## src/rtl/cfg_chain_pkg.sv

```systemverilog
// Shared definitions for the serial configuration chain controller.
// Holds the register map, the STATUS/CTRL field positions and the
// sequencer state encoding.
package cfg_chain_pkg;

    // Word addresses on the user-area bus
    localparam logic [7:0] ADDR_CTRL   = 8'd0;
    localparam logic [7:0] ADDR_STATUS = 8'd1;
    localparam logic [7:0] ADDR_DATA0  = 8'd2;

    // CTRL fields
    localparam int CTRL_START_BIT = 0;
    localparam int CTRL_IRQEN_BIT = 1;

    // STATUS fields
    localparam int STAT_BUSY_BIT  = 0;
    localparam int STAT_DONE_BIT  = 1;
    localparam int STAT_CNT_LSB   = 16;
    localparam int CNT_W          = 11;   // holds up to 1024 bits remaining

    typedef enum logic [1:0] {
        IDLE     = 2'd0,
        SHIFT_LO = 2'd1,
        SHIFT_HI = 2'd2,
        LATCH    = 2'd3
    } state_e;

endpackage

```

## src/rtl/cfg_chain_clkdiv.sv

```systemverilog
// Half-period timer for the chain sequencer.
// Counts clk cycles within the current phase and flags its first and
// last cycle. The count restarts whenever the sequencer changes state
// and is held at zero while the sequencer is idle.
//   clk, reset : system clock, synchronous active-high reset
//   en_i       : sequencer is in an active phase
//   clr_i      : sequencer enters a new state at the next edge
//   tick_o     : last cycle of the current phase
//   first_o    : first cycle of the current phase
module cfg_chain_clkdiv #(
    parameter int CLK_DIV = 4
) (
    input  logic clk,
    input  logic reset,
    input  logic en_i,
    input  logic clr_i,
    output logic tick_o,
    output logic first_o
);

    localparam int CW = (CLK_DIV > 1) ? $clog2(CLK_DIV) : 1;
    localparam logic [CW-1:0] LAST = CW'(CLK_DIV - 1);

    logic [CW-1:0] cnt_q, cnt_d;

    assign tick_o  = en_i && (cnt_q == LAST);
    assign first_o = en_i && (cnt_q == '0);

    always_comb begin
        cnt_d = cnt_q + 1'b1;
        if (!en_i || clr_i || tick_o) cnt_d = '0;
    end

    always_ff @(posedge clk) begin
        if (reset) cnt_q <= '0;
        else       cnt_q <= cnt_d;
    end

endmodule

```

## src/rtl/cfg_chain_ctrl.sv

```systemverilog
// Bus-mapped controller for an external serial configuration chain.
// Software fills a word-addressed shadow buffer and writes START; the
// buffer is shifted out MSB-first on sout/sclk while sin is captured
// into the vacated LSB, so the old chain contents end up in the buffer.
// A latch strobe follows the last bit.
//   Bus   : valid/ready (one-cycle ack), we, wstrb, addr (word), wdata, rdata
//   Chain : sclk, sout, sin, latch
//   Misc  : busy, irq
// Map: 0 CTRL, 1 STATUS {cnt[26:16], done[1], busy[0]}, 2.. DATA words.
// Optional macro CFG_CHAIN_IRQ_EN: adds CTRL bit1 (irq enable) and drives
// irq from done; without it irq is tied low.
module cfg_chain_ctrl
    import cfg_chain_pkg::*;
#(
    parameter int CHAIN_LEN = 164,
    parameter int CLK_DIV   = 4
) (
    input  logic        clk,
    input  logic        reset,
    input  logic        valid_i,
    output logic        ready_o,
    input  logic        we_i,
    input  logic [3:0]  wstrb_i,
    input  logic [7:0]  addr_i,
    input  logic [31:0] wdata_i,
    output logic [31:0] rdata_o,
    output logic        sclk_o,
    output logic        sout_o,
    input  logic        sin_i,
    output logic        latch_o,
    output logic        busy_o,
    output logic        irq_o
);

    localparam int NWORDS = (CHAIN_LEN + 31) / 32;
    localparam int NB     = NWORDS * 32;
    // Bits above the chain length are held at zero in the buffer
    localparam logic [NB-1:0] MASK = {NB{1'b1}} >> (NB - CHAIN_LEN);

    state_e            state_q, state_d;
    logic [NB-1:0]     shbuf_q, shbuf_d;
    logic [CNT_W-1:0]  cnt_q, cnt_d;
    logic              done_q, done_d;
    logic              sout_q, sout_d;
    logic              sin_q, sin_d;
    logic              ready_q;
    logic [31:0]       rdata_q, rdata_d;

    logic              tick, first;
    logic              acc, wr, ctrl_wr, start, stat_clr;
    logic              sin_bit;
    logic [NB-1:0]     shifted;

    assign acc      = valid_i && !ready_q;
    assign wr       = acc && we_i;
    assign ctrl_wr  = wr && (addr_i == ADDR_CTRL) && wstrb_i[0];
    assign start    = ctrl_wr && wdata_i[CTRL_START_BIT] && (state_q == IDLE);
    assign stat_clr = wr && (addr_i == ADDR_STATUS) && wstrb_i[0]
                      && wdata_i[STAT_DONE_BIT];

    // With CLK_DIV=1 the sampling cycle is also the shift cycle, so the
    // live input is used instead of the stored sample.
    assign sin_bit  = first ? sin_i : sin_q;
    assign shifted  = ((shbuf_q << 1) | NB'(sin_bit)) & MASK;

    cfg_chain_clkdiv #(.CLK_DIV(CLK_DIV)) u_clkdiv (
        .clk     (clk),
        .reset   (reset),
        .en_i    (state_q != IDLE),
        .clr_i   (state_d != state_q),
        .tick_o  (tick),
        .first_o (first)
    );

`ifdef CFG_CHAIN_IRQ_EN
    logic irq_en_q, irq_en_d;

    always_comb begin
        irq_en_d = irq_en_q;
        if (ctrl_wr) irq_en_d = wdata_i[CTRL_IRQEN_BIT];
    end

    always_ff @(posedge clk) begin
        if (reset) irq_en_q <= 1'b0;
        else       irq_en_q <= irq_en_d;
    end

    assign irq_o = irq_en_q && done_q;
`else
    assign irq_o = 1'b0;
`endif

    always_comb begin
        state_d = state_q;
        shbuf_d = shbuf_q;
        cnt_d   = cnt_q;
        done_d  = done_q;
        sout_d  = sout_q;
        sin_d   = sin_q;
        // Clear first so a completion in the same cycle overrides it
        if (stat_clr) done_d = 1'b0;
        case (state_q)
            IDLE: begin
                if (start) begin
                    state_d = SHIFT_LO;
                    cnt_d   = CNT_W'(CHAIN_LEN);
                    sout_d  = shbuf_q[CHAIN_LEN-1];
                    done_d  = 1'b0;
                end else if (wr) begin
                    for (int w = 0; w < NWORDS; w++) begin
                        if (addr_i == 8'(ADDR_DATA0 + w)) begin
                            for (int b = 0; b < 4; b++) begin
                                if (wstrb_i[b]) shbuf_d[w*32+b*8 +: 8] = wdata_i[b*8 +: 8];
                            end
                        end
                    end
                    shbuf_d = shbuf_d & MASK;
                end
            end
            SHIFT_LO: begin
                if (tick) state_d = SHIFT_HI;
            end
            SHIFT_HI: begin
                if (first) sin_d = sin_i;
                if (tick) begin
                    shbuf_d = shifted;
                    cnt_d   = cnt_q - 1'b1;
                    sout_d  = shifted[CHAIN_LEN-1];
                    state_d = (cnt_q == CNT_W'(1)) ? LATCH : SHIFT_LO;
                end
            end
            LATCH: begin
                if (tick) begin
                    state_d = IDLE;
                    done_d  = 1'b1;
                end
            end
            default: state_d = IDLE;
        endcase
    end

    // Read mux; DATA reads during a shift return the partly rotated buffer
    always_comb begin
        rdata_d = '0;
        if (acc && !we_i) begin
            if (addr_i == ADDR_CTRL) begin
`ifdef CFG_CHAIN_IRQ_EN
                rdata_d[CTRL_IRQEN_BIT] = irq_en_q;
`endif
            end else if (addr_i == ADDR_STATUS) begin
                rdata_d[STAT_BUSY_BIT]             = (state_q != IDLE);
                rdata_d[STAT_DONE_BIT]             = done_q;
                rdata_d[STAT_CNT_LSB +: CNT_W]     = cnt_q;
            end else begin
                for (int w = 0; w < NWORDS; w++) begin
                    if (addr_i == 8'(ADDR_DATA0 + w)) rdata_d = shbuf_q[w*32 +: 32];
                end
            end
        end
    end

    always_ff @(posedge clk) begin
        if (reset) begin
            state_q <= IDLE;
            shbuf_q <= '0;
            cnt_q   <= '0;
            done_q  <= 1'b0;
            sout_q  <= 1'b0;
            sin_q   <= 1'b0;
            ready_q <= 1'b0;
            rdata_q <= '0;
        end else begin
            state_q <= state_d;
            shbuf_q <= shbuf_d;
            cnt_q   <= cnt_d;
            done_q  <= done_d;
            sout_q  <= sout_d;
            sin_q   <= sin_d;
            ready_q <= acc;
            rdata_q <= rdata_d;
        end
    end

    assign ready_o = ready_q;
    assign rdata_o = rdata_q;
    assign sclk_o  = (state_q == SHIFT_HI);
    assign latch_o = (state_q == LATCH);
    assign busy_o  = (state_q != IDLE);
    assign sout_o  = sout_q;

endmodule

```

## config.mk

```make
export PLATFORM = sky130hd
export DESIGN_NAME = cfg_chain_ctrl
export DESIGN_NICKNAME = d
export VERILOG_FILES = /design/src/rtl/cfg_chain_pkg.sv /design/src/rtl/cfg_chain_clkdiv.sv /design/src/rtl/cfg_chain_ctrl.sv
export SDC_FILE = /design/constraint.sdc
export NUM_CORES = 1
export LEC_CHECK = 0
export CORE_MARGIN = 4
export CORE_UTILIZATION = 52
export DETAILED_ROUTE_END_ITERATION = 8
export PLACE_DENSITY_LB_ADDON = 0.3
export SLEW_MARGIN = 20
export SYNTH_ARGS = -nofsm -noshare
export SYNTH_HDL_FRONTEND = slang
export SYNTH_SLANG_ARGS = --single-unit
```

## constraint.sdc

```tcl
create_clock -name clk -period 2.7 [get_ports clk]
set_input_delay 0.675 -clock clk [delete_from_list [all_inputs] [get_ports clk]]
set_output_delay 0.675 -clock clk [all_outputs]
set_load 0.1 [all_outputs]
```

==> impl_results.md <==
* Row count at 50
* Slowest cell delay on critical path at 0.63 ns
* Mux cell area share after synthesis at 2.92%
* Pre-antenna DRT Iters at 6
* ANT nets after route at 0
* Worst reg2reg setup slack at about 0.22 ns
* RSZ-0062 raised after global routing: true
* Post-synth EDFFs at 0
* Util after Layout at 67.2%
* Die width at 148 um
* CP Class: in2reg
* Buf/Inv on CP at 2
* Core Region at 0.0190 mm2
* Synth Area in Adders at between 1 and 1.5%
* Root Buffer: clkbuf_16
* Crit path max-delay family: simple AND/OR/NAND/NOR gates
* Gr ovfl total at 0
* CTS tree: yes
* Sequential share of the synthesized area at 42.3%
* Final setup fails at 0
* Worst Setup Start Kind: input port
* CP cell instances: clkdlybuf4s50_1, or4_4, or4_4, a221oi_4, buf_12, nor2_1, a211oi_1
* Pwr Density at roughly 550 mW/mm2
* Post-synth top flop: dfxtp_1
* Reg2reg end: cnt_q[6]$_SDFFE_PP0P_
* Worst slew margin at 42.4%
* Hold_buf cts at 0
* Flops & latches, synth at 215
* Hold Path Stages at 1
* Final-stage net count at roughly 1.4k
* Asr flop ratio synth at 0%
* Die area at approximately 0.022 mm2
* Min Tclk post-route at 2.65 ns
* Post-Place Cell Area at 0.0119 mm2
* Largest net degree at the start of global routing at 178
* Critical Path Start: addr_i[3]
* Mean Syn Cell Area at 8.42 um2
* Layout cells sized above 1 at 17.5%
* Critical path peak fanout at 16
* Clock transition at path regs at 0.06 ns
* Post-synth cell types at between 60 and 70
* CTS sink cnt at 215
* Initial antenna violation count at 0
* Worst path arrival time at ~3.1 ns
* Fillers at 1515
* Largest family of logic cells by synthesized area: compound AO/OA/AOI/OAI gates
* CTS Buf Count at 24
* I/O Buffers at 85
* YS warnings at 0
* Data required time at the worst endpoint at 3.11 ns
* Achievable Freq at 377 MHz
* Number of vias in the routed layout at 9955
* Synth Area in XOR/XNOR at less than 1%
* Hold Crit Start: u_clkdiv.cnt_q[0]$_SDFF_PP0_
* First-pass GRT wire length at about 49 mm
* H-tree depth at 1
* Drt wl/cell at 19.2 um
* Leak at 4.48 nW
* Synth Area in Simple Gates at 15.9%
* Compound-Gate Fraction of Synth Area at 32.7%
* HP Class: reg2reg
* Gpl congestion at 0.967
* Fin area at 0.0127 mm2
* Worst-Margin Slew at 0.864 ns
* Number of diodes at 0
* Worst Reg-to-Reg Cells at 8
* Status: complete, no violations
* Max-slew violation count at 0
* Chip height at 148 um
* Iter 0 DRT Violations at 1071
* All-Layer GR Usage at between 20% and 30%
* Via density at ~6.2
* Worst setup EP type: flop
* Final WL at 30.7 mm
* Fin. Hold Viols at 0
* Hold Path End: u_clkdiv.cnt_q[0]$_SDFF_PP0_
* I/O Pins at 87
* Max Cap Viol at 0
* CTS max path bufs at 3
* Period utilization at a little over nine tenths
* Slowest-stage cell, CP: or4_4
* Worst vdd ir at 0.414 mV
* Synthesis-to-finish area growth at 25.3%
* DR DRC count at 0
* Post-Route Skew at 0.0160 ns
* Initial core utilization at approximately 54%
* Mapped Cells at 1207
* Total nets after synthesis at 1265
* CP most frequent cell: or4_4
* Vias in the first global route at 9395
* Crit Reg-Reg Startpoint: state_q[0]$_SDFF_PP0_
* Dpl hpwl at 20.3 mm
* Clk_lat worst skew at 0.52 ns
* Mapped cell area at about 0.010 mm2
per-layer routing:
metal  vias up  wire length, um  global-route usage (%)
li1       4746                -                       -
met1      4620            13100                    36.8
met2       499            13600                    42.2
met3        90             2710                    5.24
met4         0             1260                    11.0
met5         -                0                       0
how the worst max path moves through the flow:
stage	end	slack [ns]	cells after the start
2_1_floorplan	shbuf_q[32]$_SDFFE_PP0P_	-0.07	9
3_3_place_gp	shbuf_q[158]$_SDFFE_PP0P_	-0.38	8
3_5_place_dp	shbuf_q[158]$_SDFFE_PP0P_	-0.47	8
4_1_cts	shbuf_q[156]$_SDFFE_PP0P_	0.0009	8
5_1_grt	shbuf_q[12]$_SDFFE_PP0P_	-0.003	8
6_report	shbuf_q[130]$_SDFFE_PP0P_	0.05	7
Yosys cell counts (all sizes together), types with 19 or more instances:
cell type,instances,area [um2]
buf,29,153
o21ai,45,225
a211oi,167,1260
nor2b,41,257
clkbuf,80,310
a22o,24,210
nor2,180,691
a21oi,198,991
dfxtp,215,4300
mux2,19,214
nand2,39,149
power breakdown:
| group | internal (W) | switching [W] | total [W] | leakage, nW |
|---|---|---|---|---|
| clock network | 0.00210 | 0.00131 | 0.00340 | 0.402 |
| registers | 0.00317 | 0.00000209 | 0.00318 | 1.73 |
| logic | 0.000191 | 0.000290 | 0.000481 | 2.35 |
cells in the final DEF (no fill, tap or decap), types with 4 or more instances in the layout:
master / count
o31ai_1: 5
buf_4: 128
nand2b_1: 4
a221oi_1: 12
and2_1: 4
nand3_1: 7
a22o_1: 24
nor4_1: 4
or4_1: 4
mux2i_1: 6
ha_1: 7
dfxtp_1: 215
clkbuf_1: 5
nor3_1: 13
clkinv_2: 4
or3_1: 5
nand3b_1: 5
a211oi_1: 165
a311oi_1: 14
a222oi_1: 12
o41ai_2: 4
nor2b_1: 41
clkdlybuf4s50_1: 46
bufinv_16: 4
buf_12: 18
nor2_1: 173
and3b_1: 5
clkbuf_16: 25
nand2_1: 38
a21oi_1: 198
nor2_2: 7
mux2_2: 19
inv_1: 10
o21ai_0: 45
repair_timing:
action	in CTS	in global routing
gates cloned	1	0
gates resized for setup	2	4
buffers inserted	0	0
endpoints found under the setup margin	2	27
kinds of logic (layout without fill, tap and decap cells):
kind of cell,count (synthesis),count (layout)
AOI/OAI and AO/OA,501,501
and+or+nand+nor,333,333
DFF,215,215
buffers and inverters,121,248
muxes,26,26
adders and majority gates,9,9
other,1,1
xor gates and xnor gates,1,1
state kept, by name, summed over array words and instances (netlist names):
signal	cells
u_clkdiv.cnt_q	2
ready_o	1
sout_o	1
shbuf_q	164
cnt_q	11
state_q	2
done_q	1
sin_q	1
rdata_o	32
area by class of cell:
class                      instances  area [um2]  share of cell area [%]
clock buffer                      31         658                    5.17
clock inverter                    10         158                    1.24
inverter                          12        48.8                   0.383
multi-input combinational        871        5400                    42.4
sequential                       215        4300                    33.8
tap                              260         325                    2.55
timing repair buffer             195        1850                    14.5
per-stage QoR:
stage,total power [W],std cells,setup TNS (ns),setup WS [ns],hold WS [ns]
floorplan,0.00350,1207,-0.522,-0.0653,0.429
global placement,0.00371,1552,-48.73,-0.382,0.442
detailed placement,0.00371,1552,-55.42,-0.473,0.457
CTS,0.00709,1594,0,0.000859,0.466
global route,0.00725,1594,-0.00859,-0.00349,0.506
finish,0.00706,1594,0,0.0483,0.465
(Power assumes the default switching activity.)
